`config.mk`:
```
export PLATFORM = sky130hd
export DESIGN_NAME = glb_rd_port_arbiter
export DESIGN_NICKNAME = d
export VERILOG_FILES = /design/src/rtl/glb_rd_port_arbiter.sv
export SDC_FILE = /design/constraint.sdc
export NUM_CORES = 1
export LEC_CHECK = 0
export ABC_AREA = 1
export ABC_CLOCK_PERIOD_IN_PS = 3000
export BUFFER_PORTS_ARGS = -buffer_cell sky130_fd_sc_hd__buf_4
export CAP_MARGIN = 15
export CORE_UTILIZATION = 39
export DETAILED_ROUTE_END_ITERATION = 10
export PLACE_DENSITY_LB_ADDON = 0.15
export REMOVE_ABC_BUFFERS = 1
export SYNTH_ARGS = -nofsm -noshare
export SYNTH_HDL_FRONTEND = slang
export SYNTH_SLANG_ARGS = --single-unit
```
`constraint.sdc`:
```
create_clock -name clk -period 3 [get_ports clk]
set_input_delay 0.6 -clock clk [delete_from_list [all_inputs] [get_ports clk]]
set_output_delay 0.6 -clock clk [all_outputs]
set_load 0.01 [all_outputs]
```
`src/rtl/glb_rd_port_arbiter.sv`:
```
// glb_rd_port_arbiter: round-robin, burst-bounded arbiter sharing the single GLB read port
module glb_rd_port_arbiter #(
  parameter int NUM_REQ   = 4,
  parameter int ADDR_W    = 32,
  parameter int MAX_BURST = 8
) (
  input  logic                        clk,
  input  logic                        rst,
  input  logic                        arb_flush_i,
  input  logic [NUM_REQ-1:0]          rd_req_i,
  input  logic [NUM_REQ*ADDR_W-1:0]   rd_addr_i,
  output logic [NUM_REQ-1:0]          permit_o,
  output logic                        glb_rd_en_o,
  output logic [ADDR_W-1:0]           glb_rd_addr_o,
  output logic [$clog2(NUM_REQ)-1:0]  owner_o,
  output logic                        arb_busy_o
);
  localparam int OW = $clog2(NUM_REQ);
  localparam int BW = $clog2(MAX_BURST) + 1;
  localparam logic [0:0] IDLE = 1'b0;
  localparam logic [0:0] BUSY = 1'b1;
  logic [0:0]        state;
  logic [OW-1:0]     owner, rr_ptr, owner_inc, base, idx, win;
  logic [BW-1:0]     burst_cnt;
  logic              found, beat, tenure_end;
  logic [ADDR_W-1:0] addr_a [NUM_REQ];
  for (genvar g = 0; g < NUM_REQ; g++) begin : g_a
    assign addr_a[g] = rd_addr_i[g*ADDR_W +: ADDR_W];
  end
  assign owner_inc     = (owner == OW'(NUM_REQ-1)) ? '0 : owner + 1'b1;
  assign beat          = (state == BUSY) && !arb_flush_i && rd_req_i[owner];
  assign tenure_end    = !rd_req_i[owner] || (beat && burst_cnt == BW'(MAX_BURST-1));
  assign permit_o      = beat ? (NUM_REQ'(1) << owner) : '0;
  assign glb_rd_en_o   = beat;
  assign glb_rd_addr_o = beat ? addr_a[owner] : '0;
  assign owner_o       = owner;
  assign arb_busy_o    = (state == BUSY);
  always_comb begin
    base  = (state == BUSY) ? owner_inc : rr_ptr;
    win   = '0;
    found = 1'b0;
    idx   = '0;
    for (int i = NUM_REQ-1; i >= 0; i--) begin
      idx = OW'((int'(base) + i) % NUM_REQ);
      if (rd_req_i[idx]) begin
        win   = idx;
        found = 1'b1;
      end
    end
  end
  always_ff @(posedge clk or posedge rst) begin
    if (rst) begin
      state     <= IDLE;
      owner     <= '0;
      burst_cnt <= '0;
      rr_ptr    <= '0;
    end else if (arb_flush_i) begin
      state     <= IDLE;
      owner     <= '0;
      burst_cnt <= '0;
      rr_ptr    <= '0;
    end else if (state == IDLE) begin
      if (found) begin
        owner     <= win;
        burst_cnt <= '0;
        state     <= BUSY;
      end
    end else if (tenure_end) begin
      rr_ptr <= owner_inc;
      if (found) begin
        owner     <= win;
        burst_cnt <= '0;
      end else begin
        state <= IDLE;
      end
    end else begin
      burst_cnt <= burst_cnt + 1'b1;
    end
  end
endmodule

```
Yosys cells after proc, flatten, opt, wreduce, memory -nomap -nowiden:

Cells that the tools add are included.

* flip-flop bits (word level): 9
* input bits: 135
* output and inout port bits: 40
* logic and storage cells: 69

* add/subtract/negate cells: 5
* order comparisons: 6
* equal/unequal tests: 3
* shifts and indexed selects: 1
* mux-type cells: 40
* bitwise logic cells: 1
* reductions and logical operators: 9

Operators by type and width (number)
* $mux W32: 3
* $bmux W32 S2: 1
* $mux W2: 13
* $mux W4: 5
* $lt A2 B3 Y1 const B: 5
* $mux W1: 13
* $bmux W1 S2: 5
* $add A2 B1 Y2 const B: 2
* $add A2 B2 Y2 const B: 2
* $add A4 B1 Y4 const B: 1
* $eq A4 B3 Y1 const B: 1
* $reduce_bool A2 Y1: 2
* $shl A1 B2 Y4 const A: 1
* $ge A3 B3 Y1 const B: 1
* $logic_and A1 B1 Y1: 3
* $ne A3 B2 Y1 const B: 1
* $not A2 Y3: 1
* $eq A2 B2 Y1 const B: 1
* $logic_not A1 Y1: 2
* $reduce_and A2 Y1: 1
* $logic_or A1 B1 Y1: 1

Longest topological paths before layout:

* depth after elaboration: 14
* depth in mapped cells: 18
* depth with buffers taken out: 15

Worst setup path before layout:

OpenSTA, ideal clock, no wires.

* path type: flip-flop to flip-flop
* start: reg owner[0], in the netlist owner_o[0]
* end: reg owner[0], in the netlist owner_o[0]
* library setup time: 65 ps
* data arrival time: 2281 ps
* data required time: 2935 ps
* setup slack: 654 ps
* stages on the path, launching flop included: 19
* path buffers: 3
* clock period less this slack: 2346 ps
* path through: dfrtp_1 buf_6 inv_2 clkbuf_1 clkbuf_1 ha_1 inv_1 nand2_1 nand2_1 nand3_1 nand2_1 nand2_1 nand2_1 nor2_2 nand2_2 nand2_2 nor2_2 nand2_1 nand2_1

* cells in the longest elaborated chain, start to end: 14

Ends and longest elaborated chain
* start, declared: RTL line 23 `logic [OW-1:0] owner, rr_ptr, owner_inc, base, idx, win;`
* start signal, assigned: RTL line 64 `owner <= win;`
* start signal, assigned: RTL line 71 `owner <= win;`
* $add A2 B1 Y2 / $eq A2 B2 Y1 (equally long branches): RTL line 30 `assign owner_inc = (owner == OW'(NUM_REQ-1)) ? '0 : owner + 1'b1;`
* $mux W2: RTL line 30
* $mux W2: RTL line 39 `base = (state == BUSY) ? owner_inc : rr_ptr;`
* $add A2 B2 Y2: RTL line 44 `idx = OW'((int'(base) + i) % NUM_REQ);`
* $bmux W1 S2: RTL line 45 `if (rd_req_i[idx]) begin`
* $mux W1 (not written as such): RTL line 45
* $mux W2 / $mux W1 (equally long branches) (4 in a row): RTL line 45
* $mux W2: RTL line 63, 70
* $mux W2: RTL line 68 `end else if (tenure_end) begin`
* $mux W2: RTL line 62 `end else if (state == IDLE) begin`
* $mux W2: RTL line 57 `end else if (arb_flush_i) begin`

Parallel ways exist; a longest one is shown, timed or not. The select of a mux whose other input is x is not followed.
A chain may end at the register's enable or synchronous reset.

Worst setup path in the final report:

* start: reg state, in the netlist arb_busy_o
* end: out glb_rd_addr_o[5]

* cells in the longest elaborated chain, start to end: 3

Ends and longest elaborated chain
* start, declared: RTL line 22 `logic [0:0] state;`
* start signal, assigned: RTL line 53 `state <= IDLE;`
* start signal, assigned: RTL line 58 `state <= IDLE;`
* start signal, assigned: RTL line 66 `state <= BUSY;`
* $logic_and A1 B1 Y1 (2 in a row): RTL line 31 `assign beat = (state == BUSY) && !arb_flush_i && rd_req_i[owner];`
* $mux W32: RTL line 35 `assign glb_rd_addr_o = beat ? addr_a[owner] : '0;`
* end, declared: RTL line 14 `output logic [ADDR_W-1:0] glb_rd_addr_o,`

Every way passes these cells.

==> reports/summary.md <==
The region available for standard cell placement spans 4820 um2. VDD sags by at most 400 uV. During synthesis, Yosys emitted a total of 0 warnings. Of the post-synthesis cell area, the part taken by muxes is 0%. The logs give 2.40 ns for the required time of the worst setup path and 7.8% for the share of power burned in the clock network. The clock transition at the registers of the reported paths was 0.04 ns; the sequential share of the synthesized area was 11.3%. For this design the static power due to leakage is 0.00180 uW.

In this run, flip-flops and latches consume 11.8% of the power. Dividing the detail-routed wire length by the instance count gives 13.2 um. STA classifies the critical path startpoint as a flop. The number of antenna violations at the first check in global routing came out at 0.

After detailed routing, the total wire length is 8130 um. The synthesized netlist devotes 0.440% of its cell area to XOR and XNOR gates. At the end of the flow, the number of nets in the layout was 689. The worst setup slack after placement came out at 0.447 ns. Setup repair after global routing left no endpoint under its margin. The basic-gate share of the synthesized area counting and, or, nand and nor cells is 46.5%. The part of the total power dissipated in combinational logic came out at 80.5%. The adder and majority gate portion of the synthesized area is 3.14%. The number of levels in the clock H-tree was 1; the highest achievable clock rate was 366 MHz. Measured in cells, the most critical reg-to-reg path has a length of 16.

The dominant combinational cell family by area after synthesis was simple AND/OR/NAND/NOR gates. The net switching share of the total power works out to 54.6%. The tools report the setup slack of the worst register-to-register path as 0.72 ns.

The run gives 3350 um2 as the post-route standard cell area excluding fillers. For the worst-skew pair, the clock arrives at the later sink with an insertion delay of 0.23 ns. The clock sink count is 9, and the hold buffer count at cts is 0.

Data on the critical path arrives at its endpoint at 2.13 ns. TritonCTS built the clock tree. Yosys attributes the largest share of cell area to sky130_fd_sc_hd__nor2_1 (26%), sky130_fd_sc_hd__o21ai_0 (17%), sky130_fd_sc_hd__dfrtp_1 (11%). The final count of pins violating max slew came out at 0. After global routing the overflow that remains totals 0. Number of global-route vias before repair: 2764. The area after detailed placement is 3300 um2.

Counting along the longest clock path gives a buffer depth of 2. For the final database, setup skew stands at 0.000858 ns. Setup violations remaining at the end of the flow were counted as 0. The worst path meets setup with 0.270 ns of slack. The repair_antennas step left the layout with diodes totalling 0. Summing the areas of all compound-gate instances in the mapped netlist gives 27.8% of the synthesized area.

The final route contains 3077 vias. The tools report the number of distinct library cells after synthesis as 23. In this run, synthesis inferred 0 flip-flops with an integrated enable. Across the run, the number of max-cap violations was 0. The count of instances resized after the clock tree is built was 0. Among all stages on the critical path, the largest delay is contributed by sky130_fd_sc_hd__dfrtp_1. For the first-pass GRT wire length, the log shows 12200 um.

The number of setup buffers added after CTS is 0. The tools report the clock tree root driver cell as sky130_fd_sc_hd__clkbuf_8. The fraction of synthesized cell area taken by the top area cell type was 25.6%.

Among all cell types in the netlist, the one instantiated most often is sky130_fd_sc_hd__nor2_1. The run gives 41.4% as the initial cell density of the core. Most used cell along the critical path: sky130_fd_sc_hd__inv_2.

The post-route netlist has 38.7% of its cells at a drive strength greater than 1. Dividing the detail-routed via count by the number of cells gives 5.00. The floorplan has 25 rows. Remaining max-slew budget at the tightest pin: 56.9%. The height of the die came out at 73.5 um. The die covers 5400 um2. The analysis attributes to net switching a power of 975 uW. Before antenna repair, the detailed router went through 4 iterations. The synthesized design spends more area on one cell type than any other, namely sky130_fd_sc_hd__nor2_1. The tightest min-delay check is of the in2async type.

The tools report the synthesized area as 1990 um2. The startpoint of the most critical register-to-register path is owner_o[1]. By startpoint and endpoint, the worst setup path is classified as reg2out. The worst setup path is captured at an output pin. In this design, the stage delay of the slowest critical-path cell is 0.51 ns. In this run the remaining antenna-violating nets after routing total 0.

Minimum clock period: 2.73 ns. For this run, the total global-route usage over all layers was measured as 28.8%. The proportion of synthesized flip-flops having asynchronous set or reset works out to 100%.

After synthesis the netlist holds a flip-flop and latch count of 9. Entering global routing, the biggest net connects 37 pins. Synthesis handed over a netlist of 388 instances.

The endpoint identified for the worst register-to-register timing path is owner_o[0]. The tools report the internal power of the cells as 811 uW. Of all nets on the critical path, the largest fanout is 36. The run finished with clean final reports. For this design the top-level I/O count stands at 175.

The most used flip-flop cell after synthesis is sky130_fd_sc_hd__dfrtp_1. The die boundary width came out at 73.5 um. For this design the ratio of total power to cell area is 533 nW/um2.

The placed wire-length estimate after detailed placement is 6330 um. The tools report the number of hold violations in the final report as 0. The worst path uses 91.0% of the clock period. The signal on the critical path passes through inv_2 > nor2_1 > inv_1 > nor2_2 > inv_2 > a21oi_1 > buf_4.

Clock tree synthesis inserted a total of 3 buffers. The layout overhead on the synthesized area works out to 68.1%. The commonest cells after synthesis are sky130_fd_sc_hd__nor2_1 (136), sky130_fd_sc_hd__o21ai_0 (68), sky130_fd_sc_hd__nand2_1 (41). In this run the tool buffered the top-level ports with 174 buffer cells.

In this run, the number of DRC markers left after iteration 0 of detailed routing was 133. In the routed design, unresolved DRC markers number 0. The average instance in the mapped netlist occupies 5.13 um2. The global placement routability congestion was 1.02; the transition time at the pin with the least slew margin was 0.646 ns.
==> flip-flops by register name, summed over array words and instances (netlist names) <==
signal / cells
arb_busy_o: 1
burst_cnt: 4
owner_o: 2
rr_ptr: 2
==> power by group through the flow <==
| stage | registers [uW] | logic, uW | clock network, uW |
|---|---|---|---|
| 2_1_floorplan | 256 | 870 | 0 |
| 3_3_place_gp | 209 | 1400 | 0 |
| 3_5_place_dp | 210 | 1430 | 0 |
| 4_1_cts | 209 | 1440 | 142 |
| 5_1_grt | 216 | 1610 | 152 |
| 6_report | 210 | 1440 | 138 |
==> metrics by stage <==
stage	cells	util, %	TNS (ns)	hold WS [ns]	total power (uW)
3_3_place_gp	611	68.6	0	0.500	1610
3_5_place_dp	611	68.6	0	0.527	1640
4_1_cts	615	69.5	0	0.335	1790
2_1_floorplan	363	-	-18.25	0.428	1130
6_report	615	69.5	0	0.328	1790
5_1_grt	615	69.5	0	0.349	1980
==> critical path, delay by kind of cell (launching register included) <==
family	cells	cell delay [ns]
buffers and inverters	4	0.67
DFF	1	0.51
and+or+nand+nor	2	0.42
AOI/OAI and AO/OA	1	0.29
==> routing by layer <==
layer / wire (um) / track usage [%]
met5: 0 / 0
met2: 3890 / 51.2
met4: 317 / 15.2
met1: 3180 / 31.7
met3: 743 / 6.72
==> logic make-up (layout without fill, tap and decap cells) <==
logic type / count (synthesis) / after routing
simple gates: 218 / 218
compound gates: 108 / 108
buf+inv: 47 / 207
flops: 9 / 9
fa+ha+maj: 5 / 5
xor+xnor: 1 / 1
==> area by class of cell <==
class / instances / area (um2)
Multi-Input combinational cell: 332 / 1550
Fill cell: 468 / 1470
Timing Repair Buffer: 181 / 1360
Sequential cell: 9 / 226
Tap cell: 67 / 83.8
Inverter: 22 / 82.6
Clock buffer: 4 / 45.0
==> placed cells by master, fill, tap and decap left out, drive strengths merged, types with 4 or more instances in the layout <==
cell type	n
a21oi	36
buf	181
clkbuf	4
dfrtp	9
ha	5
inv	21
nand2	53
nand3	23
nor2	141
o21ai	70
==> how the worst max path moves through the flow <==
stage,endpoint,start,slack (ns),depth (start not counted)
2_1_floorplan,owner_o[0],owner_o[0],-0.64,14
4_1_cts,glb_rd_addr_o[5],arb_busy_o,0.30,7
3_5_place_dp,glb_rd_addr_o[5],rd_req_i[1],0.45,8
3_3_place_gp,glb_rd_addr_o[5],arb_flush_i,0.46,7
6_report,glb_rd_addr_o[5],arb_busy_o,0.27,7
5_1_grt,glb_rd_addr_o[5],arb_busy_o,0.15,7
(Power assumes the default switching activity.)
